## src/rtl/spw_rx_pkg.sv

```systemverilog
// Shared constants and helpers for the SpaceWire receive FIFO write half.
package spw_rx_pkg;

  localparam int unsigned SPW_AWIDTH = 6;
  localparam int unsigned SPW_DWIDTH = 9;

  // Control characters as presented by the decoder (bit 8 = control flag).
  localparam logic [8:0] SPW_EOP = 9'h100;
  localparam logic [8:0] SPW_EEP = 9'h101;

  // Binary to reflected Gray code; callers truncate to their pointer width.
  function automatic logic [31:0] bin2gray(input logic [31:0] bin);
    return bin ^ (bin >> 1);
  endfunction

endpackage

```

## src/rtl/spw_rx_fifo_wr_if.sv

```systemverilog
// Character and pointer bus between the receive decoder / system read half
// and the receive-clock write half of the FIFO.
interface spw_rx_fifo_wr_if
  import spw_rx_pkg::*;
#(
  parameter int unsigned AWIDTH = SPW_AWIDTH,
  parameter int unsigned DWIDTH = SPW_DWIDTH
) ();

  logic [DWIDTH-1:0] rx_data_flag;
  logic              rx_buffer_write;
  logic [AWIDTH:0]   rd_ptr_gray;
  logic [AWIDTH-1:0] rd_addr;
  logic [DWIDTH-1:0] rd_data;
  logic [AWIDTH:0]   wr_ptr_gray;
  logic              fifo_full;
  logic              overflow_error;
  logic [7:0]        eop_count;
  logic [7:0]        eep_count;

  // Side that drives characters and the read pointer/address.
  modport master (
    output rx_data_flag, rx_buffer_write, rd_ptr_gray, rd_addr,
    input  rd_data, wr_ptr_gray, fifo_full, overflow_error, eop_count, eep_count
  );

  // FIFO write half.
  modport slave (
    input  rx_data_flag, rx_buffer_write, rd_ptr_gray, rd_addr,
    output rd_data, wr_ptr_gray, fifo_full, overflow_error, eop_count, eep_count
  );

endinterface

```

## src/rtl/spw_sync_2ff.sv

```systemverilog
// Two-flop synchronizer for a Gray-coded bus crossing into posedge_clk.
module spw_sync_2ff #(
  parameter int unsigned WIDTH = 7
) (
  input  logic             posedge_clk,
  input  logic             rx_resetn,
  input  logic [WIDTH-1:0] async_in,
  output logic [WIDTH-1:0] sync_out
);

  logic [WIDTH-1:0] meta_q;
  logic [WIDTH-1:0] sync_q;

  // Metastability stage followed by the stable output stage.
  always_ff @(posedge posedge_clk or negedge rx_resetn) begin
    if (!rx_resetn) begin
      meta_q <= '0;
      sync_q <= '0;
    end else begin
      meta_q <= async_in;
      sync_q <= meta_q;
    end
  end

  assign sync_out = sync_q;

endmodule

```

## src/rtl/spw_rx_fifo_wr.sv

```systemverilog
// Write half of the SpaceWire receive character FIFO (receive clock domain).
// Captures one character per write-request level, exports a Gray write
// pointer and an asynchronous read port, flags overflow, counts EOP/EEP.
module spw_rx_fifo_wr
  import spw_rx_pkg::*;
#(
  parameter int unsigned AWIDTH = SPW_AWIDTH,
  parameter int unsigned DWIDTH = SPW_DWIDTH
) (
  input logic             posedge_clk,
  input logic             rx_resetn,
  spw_rx_fifo_wr_if.slave bus
);

  localparam int unsigned PW    = AWIDTH + 1;
  localparam int unsigned DEPTH = 1 << AWIDTH;

  logic              wr_q,           wr_d;
  logic [PW-1:0]     wr_bin_q,       wr_bin_d;
  logic [PW-1:0]     wr_ptr_gray_q,  wr_ptr_gray_d;
  logic              overflow_q,     overflow_d;
  logic [7:0]        eop_count_q,    eop_count_d;
  logic [7:0]        eep_count_q,    eep_count_d;

  logic [PW-1:0]     rd_sync;
  logic [PW-1:0]     full_ptr_c;
  logic              wr_req_c;
  logic              fifo_full_c;
  logic              wr_accept_c;

  logic [DWIDTH-1:0] mem_q [DEPTH];

  spw_sync_2ff #(.WIDTH(PW)) u_rd_sync (
    .posedge_clk (posedge_clk),
    .rx_resetn   (rx_resetn),
    .async_in    (bus.rd_ptr_gray),
    .sync_out    (rd_sync)
  );

  // Edge detect, full compare against the synchronized read pointer, and
  // next-state for pointers, overflow flag and marker counters.
  always_comb begin
    wr_d          = bus.rx_buffer_write;
    wr_bin_d      = wr_bin_q;
    wr_ptr_gray_d = wr_ptr_gray_q;
    overflow_d    = overflow_q;
    eop_count_d   = eop_count_q;
    eep_count_d   = eep_count_q;

    wr_req_c    = bus.rx_buffer_write & ~wr_q;
    full_ptr_c  = {~rd_sync[AWIDTH:AWIDTH-1], rd_sync[AWIDTH-2:0]};
    fifo_full_c = (wr_ptr_gray_q == full_ptr_c);
    wr_accept_c = wr_req_c & ~fifo_full_c;

    if (wr_accept_c) begin
      wr_bin_d      = wr_bin_q + PW'(1);
      wr_ptr_gray_d = PW'(bin2gray(32'(wr_bin_d)));
      if (bus.rx_data_flag == DWIDTH'(SPW_EOP)) eop_count_d = eop_count_q + 8'd1;
      if (bus.rx_data_flag == DWIDTH'(SPW_EEP)) eep_count_d = eep_count_q + 8'd1;
    end else if (wr_req_c) begin
      overflow_d = 1'b1;
    end
  end

  // Control and pointer state registers.
  always_ff @(posedge posedge_clk or negedge rx_resetn) begin
    if (!rx_resetn) begin
      wr_q          <= 1'b0;
      wr_bin_q      <= '0;
      wr_ptr_gray_q <= '0;
      overflow_q    <= 1'b0;
      eop_count_q   <= '0;
      eep_count_q   <= '0;
    end else begin
      wr_q          <= wr_d;
      wr_bin_q      <= wr_bin_d;
      wr_ptr_gray_q <= wr_ptr_gray_d;
      overflow_q    <= overflow_d;
      eop_count_q   <= eop_count_d;
      eep_count_q   <= eep_count_d;
    end
  end

  // Character storage; contents are not reset, pointers define validity.
  always_ff @(posedge posedge_clk) begin
    if (wr_accept_c) mem_q[wr_bin_q[AWIDTH-1:0]] <= bus.rx_data_flag;
  end

  assign bus.rd_data        = mem_q[bus.rd_addr];
  assign bus.wr_ptr_gray    = wr_ptr_gray_q;
  assign bus.fifo_full      = fifo_full_c;
  assign bus.overflow_error = overflow_q;
  assign bus.eop_count      = eop_count_q;
  assign bus.eep_count      = eep_count_q;

endmodule

```

## src/flat_wrapper.sv

```systemverilog
// flat-port wrapper written by rule: the top's interface ports become plain ports
module spw_rx_fifo_wr_flat import spw_rx_pkg::*;
#(
  parameter int unsigned AWIDTH = SPW_AWIDTH,
  parameter int unsigned DWIDTH = SPW_DWIDTH
)
  (posedge_clk, rx_resetn, bus_rx_data_flag, bus_rx_buffer_write, bus_rd_ptr_gray, bus_rd_addr, bus_rd_data, bus_wr_ptr_gray, bus_fifo_full, bus_overflow_error, bus_eop_count, bus_eep_count);
  spw_rx_fifo_wr_if #(.AWIDTH(AWIDTH), .DWIDTH(DWIDTH)) bus_i ();
  input logic posedge_clk;
  input logic rx_resetn;
  input wire logic [$bits(bus_i.rx_data_flag)-1:0] bus_rx_data_flag;
  input wire logic [$bits(bus_i.rx_buffer_write)-1:0] bus_rx_buffer_write;
  input wire logic [$bits(bus_i.rd_ptr_gray)-1:0] bus_rd_ptr_gray;
  input wire logic [$bits(bus_i.rd_addr)-1:0] bus_rd_addr;
  output wire logic [$bits(bus_i.rd_data)-1:0] bus_rd_data;
  output wire logic [$bits(bus_i.wr_ptr_gray)-1:0] bus_wr_ptr_gray;
  output wire logic [$bits(bus_i.fifo_full)-1:0] bus_fifo_full;
  output wire logic [$bits(bus_i.overflow_error)-1:0] bus_overflow_error;
  output wire logic [$bits(bus_i.eop_count)-1:0] bus_eop_count;
  output wire logic [$bits(bus_i.eep_count)-1:0] bus_eep_count;
  assign bus_i.rx_data_flag = bus_rx_data_flag;
  assign bus_i.rx_buffer_write = bus_rx_buffer_write;
  assign bus_i.rd_ptr_gray = bus_rd_ptr_gray;
  assign bus_i.rd_addr = bus_rd_addr;
  assign bus_rd_data = bus_i.rd_data;
  assign bus_wr_ptr_gray = bus_i.wr_ptr_gray;
  assign bus_fifo_full = bus_i.fifo_full;
  assign bus_overflow_error = bus_i.overflow_error;
  assign bus_eop_count = bus_i.eop_count;
  assign bus_eep_count = bus_i.eep_count;
  spw_rx_fifo_wr #(.AWIDTH(AWIDTH), .DWIDTH(DWIDTH)) u_core (.posedge_clk(posedge_clk), .rx_resetn(rx_resetn), .bus(bus_i));
endmodule
```

## config.mk

```make
export PLATFORM = sky130hd
export DESIGN_NAME = spw_rx_fifo_wr_flat
export DESIGN_NICKNAME = d
export VERILOG_FILES = /design/src/rtl/spw_rx_pkg.sv /design/src/rtl/spw_rx_fifo_wr_if.sv /design/src/rtl/spw_sync_2ff.sv /design/src/rtl/spw_rx_fifo_wr.sv /design/src/flat_wrapper.sv
export SDC_FILE = /design/constraint.sdc
export NUM_CORES = 1
export LEC_CHECK = 0
export ABC_AREA = 0
export ABC_CLOCK_PERIOD_IN_PS = 4059
export CAP_MARGIN = 5
export CELL_PAD_IN_SITES_DETAIL_PLACEMENT = 0
export CELL_PAD_IN_SITES_GLOBAL_PLACEMENT = 1
export CORE_AREA = 4 4 253 255
export DETAILED_ROUTE_END_ITERATION = 10
export DIE_AREA = 0 0 257 259
export GPL_TIMING_DRIVEN = 1
export HOLD_SLACK_MARGIN = 0.05
export PLACE_DENSITY_LB_ADDON = 0.08
export SYNTH_ARGS = -nofsm -noshare
export SYNTH_HDL_FRONTEND = slang
export SYNTH_SLANG_ARGS = --single-unit
```

## constraint.sdc

```tcl
create_clock -name posedge_clk -period 4.06 [get_ports posedge_clk]
set_input_delay 1.218 -clock posedge_clk [delete_from_list [all_inputs] [get_ports posedge_clk]]
set_output_delay 1.218 -clock posedge_clk [all_outputs]
set_load 0.01 [all_outputs]
```

==> flow_metrics.env <==
export IMPL_drive_above_1_share_pct=37.3
export IMPL_end_kind="primary output"
export IMPL_p_int_mw=11.2
export IMPL_wl_mm=63.5
export IMPL_cp_required_ns=2.84
export IMPL_grt_usage_pct=19.1
export IMPL_area_growth_pct=24.2
export IMPL_hold_start="u_core.u_rd_sync.meta_q[5]"
export IMPL_synth_cells=1206
export IMPL_fp_dieW_um=257
export IMPL_postRouteAntennaNets=0
export IMPL_timing_final_crit_period_ns=4.43
export IMPL_die_h_um=259
export IMPL_syn_area_per_cell_um2=20.3
export IMPL_place_ws_ns=-1.12
export IMPL_root_buffer="clkbuf_16"
export IMPL_synth_edff_count=576
export IMPL_p_per_area_nw_per_um2=483
export IMPL_holdBufCountCts=0
export IMPL_start_kind="input pin"
export IMPL_final_common_cell="edfxtp_1"
export IMPL_path_max_fanout=7
export IMPL_io_pins=59
export IMPL_grt_max_degree=65
export IMPL_synth_seq_area_share_pct=75.3
export IMPL_period_share_pct=109
export IMPL_fmax_mhz=226
export IMPL_switching_power_mw=3.47
export IMPL_die_area_um2=66600
export IMPL_outcome="finished, violations left"
export IMPL_sw_frac_of_total_pct=23.6
export IMPL_crit_path_top_delay_cell="mux4_2"
export IMPL_rr_endpoint="u_core.mem_q[55][7]"
export IMPL_cts_buffer_depth=3
export IMPL_drtPass1Iterations=5
export IMPL_avgViaCountPerCell=5.24
export IMPL_max_stage_delay_ns=0.50
export IMPL_clockPowerShare_pct=39.9
export IMPL_start_util_pct=39.7
export IMPL_grt_first_pass_wirelength_mm=91.7
export IMPL_tightest_slew_ns=1.18
export IMPL_combPwrFrac_pct=10.1
export IMPL_clock_latency_ns=0.60
export IMPL_violations="negative setup slack"
export IMPL_antenna_found_initial=1
export IMPL_remaining_drc_errors=0
export IMPL_ff2ff_setup_slack_ns=1.33
export IMPL_synth_distinct_cells=50
export IMPL_finalHoldViolations=0
export IMPL_fin_ws_ns=-0.372
export IMPL_netlist_area_um2=24500
export IMPL_port_buffers=58
export IMPL_worstHoldPathCells=0
export IMPL_critPathKind="in -> out"
export IMPL_reg2reg_from="u_core.bus.wr_ptr_gray[2]"
export IMPL_relSlewSlack_pct=20.5
export IMPL_yosysWarnings=0
export IMPL_seqCellArea_um2=18400
export IMPL_coreArea_um2=61600
export IMPL_p_leak_nw=10.3
export IMPL_reg2regPathDepth=7
export IMPL_multi_input_area_um2=5980
export IMPL_share_seq_of_total_power_pct=50.0
export IMPL_hp_class="reg -> reg"
export IMPL_finalNetCount=1527
export IMPL_cts_tree="yes"
export IMPL_grt_pass1_vias=12800
export IMPL_fp_row_count=91
export IMPL_ys_seq_elements=621
export IMPL_drv_cap=0
export IMPL_grt_ovfl_total=0
export IMPL_worst_endpoint_arrival_ns=3.21
export IMPL_path_clk_slew_ns=0.06
export IMPL_ys_flop_type="edfxtp_1"
export IMPL_insertedDiodeCount=0
export IMPL_syn_nets=1234
export IMPL_setup_viol=9
export IMPL_cts_htree_levels=3
export IMPL_final_cell_mix="576 x edfxtp_1, 193 x buf_4, 139 x mux4_2"
export IMPL_nFillCells=5126
export IMPL_vias=12500
export IMPL_cp_cell_sequence="clkbuf_16 > buf_12 > buf_6 > mux4_2 > mux4_2 > a32oi_1 > o21ai_1 > buf_4 > buf_6"
export IMPL_peakVddDrop_v=0.000276
export IMPL_placedInstanceArea_um2=27400
export IMPL_min_to="u_core.u_rd_sync.sync_out[5]"
export IMPL_wl_per_cell_um=26.6
export IMPL_gp_congestion=0.781
export IMPL_numCtsBuffers=69
export IMPL_dr_first_iter_drc_count=1162
export IMPL_skew_ns=0.0202
export IMPL_final_cell_area_um2=30400
export IMPL_post_dp_hpwl_mm=40.2
export IMPL_synthArstFlopShare_pct=7.25
export IMPL_rsz0062_at_grt="yes"
export IMPL_final_max_slew_violation_count=0
export IMPL_cts_sinks=621
## cell usage after synthesis (4+ instances only)
library cell  number  area share [%]
inv_1              6           0.092
nand3_1           13            0.27
nor3_1            11            0.23
or4_1              4            0.12
dfrtp_1           45             4.6
o21ai_0           17            0.35
o22ai_1           19            0.49
a2111oi_0          8            0.29
nor4_1            11            0.28
buf_2             16            0.33
buf_1              8            0.12
xor2_1            18            0.64
nor2_1            79             1.2
mux2i_1           51             2.1
buf_6              8            0.37
clkbuf_1          21            0.32
mux4_2           133              12
or3_1              4            0.10
a21oi_1           19            0.39
xnor2_1           21            0.75
edfxtp_1         576              71
buf_4             17            0.52
mux2_2             6            0.28
nand2_1           35            0.54
nor2b_1            5            0.13
mux4_1             7            0.75
nand4_1            5            0.13
## routing by layer
metal / vias up / global-route usage, % / wire (um)
met5: - / 0 / 0
li1: 5505 / - / -
met3: 77 / 2.84 / 3140
met2: 313 / 31.5 / 31300
met4: 0 / 5.02 / 1180
met1: 6614 / 27.1 / 28000
## sequential cells by signal, indices dropped and copies added, names as in the netlist
signal / cells
u_core.mem_q: 576
u_core.bus.eep_count: 8
u_core.bus.eop_count: 8
u_core.bus.wr_ptr_gray: 7
u_core.u_rd_sync.meta_q: 7
u_core.u_rd_sync.sync_out: 7
u_core.wr_bin_q: 6
u_core.bus.overflow_error: 1
u_core.wr_q: 1
## area by class of cell
cell class	instances	share of cell area, %
clock buffer	88	6.16
clock inverter	35	0.762
inverter	7	0.0865
multi-input combinational	505	19.7
sequential	621	60.7
tap	837	3.45
timing repair buffer	295	9.19
## critical path, delay by kind of cell
family	cells	cell delay, ns
AOI/OAI and AO/OA	2	0.32
buffers and inverters	5	0.67
muxes	2	0.99
## through the flow
step | hold WS (ns) | utilization (%) | power [mW] | setup TNS, ns | instances
2_1_floorplan | 0.331 | - | 8.12 | 0 | 1206
3_3_place_gp | 0.332 | 44.5 | 8.84 | -11.45 | 2226
3_5_place_dp | 0.336 | 44.5 | 8.84 | -11.60 | 2226
4_1_cts | 0.345 | 49.0 | 14.8 | -2.74 | 2381
5_1_grt | 0.350 | 49.3 | 15.2 | -2.94 | 2388
6_report | 0.343 | 49.3 | 14.7 | -2.42 | 2388
## how the worst max path moves through the flow
stage / to / startpoint / slack (ns) / depth (start not counted)
after CTS: bus_rd_data[6] / bus_rd_addr[0] / -0.37 / 9
final: bus_rd_data[6] / bus_rd_addr[0] / -0.37 / 9
after global routing: bus_rd_data[6] / bus_rd_addr[0] / -0.40 / 9
after floorplan: bus_rd_data[1] / bus_rd_addr[0] / 0.04 / 8
after global placement: bus_rd_data[1] / bus_rd_addr[3] / -1.11 / 10
after detailed placement: bus_rd_data[1] / bus_rd_addr[3] / -1.12 / 10
## power by group through the flow
stage | Clock, mW | Combinational (mW) | Sequential, mW
6_report | 5.84 | 1.49 | 7.32
5_1_grt | 6.31 | 1.61 | 7.34
4_1_cts | 6.01 | 1.49 | 7.32
3_5_place_dp | 0 | 1.39 | 7.45
3_3_place_gp | 0 | 1.39 | 7.45
2_1_floorplan | 0 | 0.763 | 7.36
## logic make-up after synthesis
logic type / share of synthesized area (%)
buf+inv: 2.00
fa+ha+maj: 0.154
mux: 15.4
xor+xnor: 1.40
flops: 75.3
simple gates: 3.64
compound gates: 2.10
## what timing repair did
| item | in CTS | in global routing |
|---|---|---|
| buffers inserted | 31 | 5 |
| gates cloned | 3 | 2 |
| resized for setup | 136 | 24 |
| pin swaps | 19 | 11 |
| setup endpoints to repair | 9 | 9 |
(Power assumes the default switching activity.)
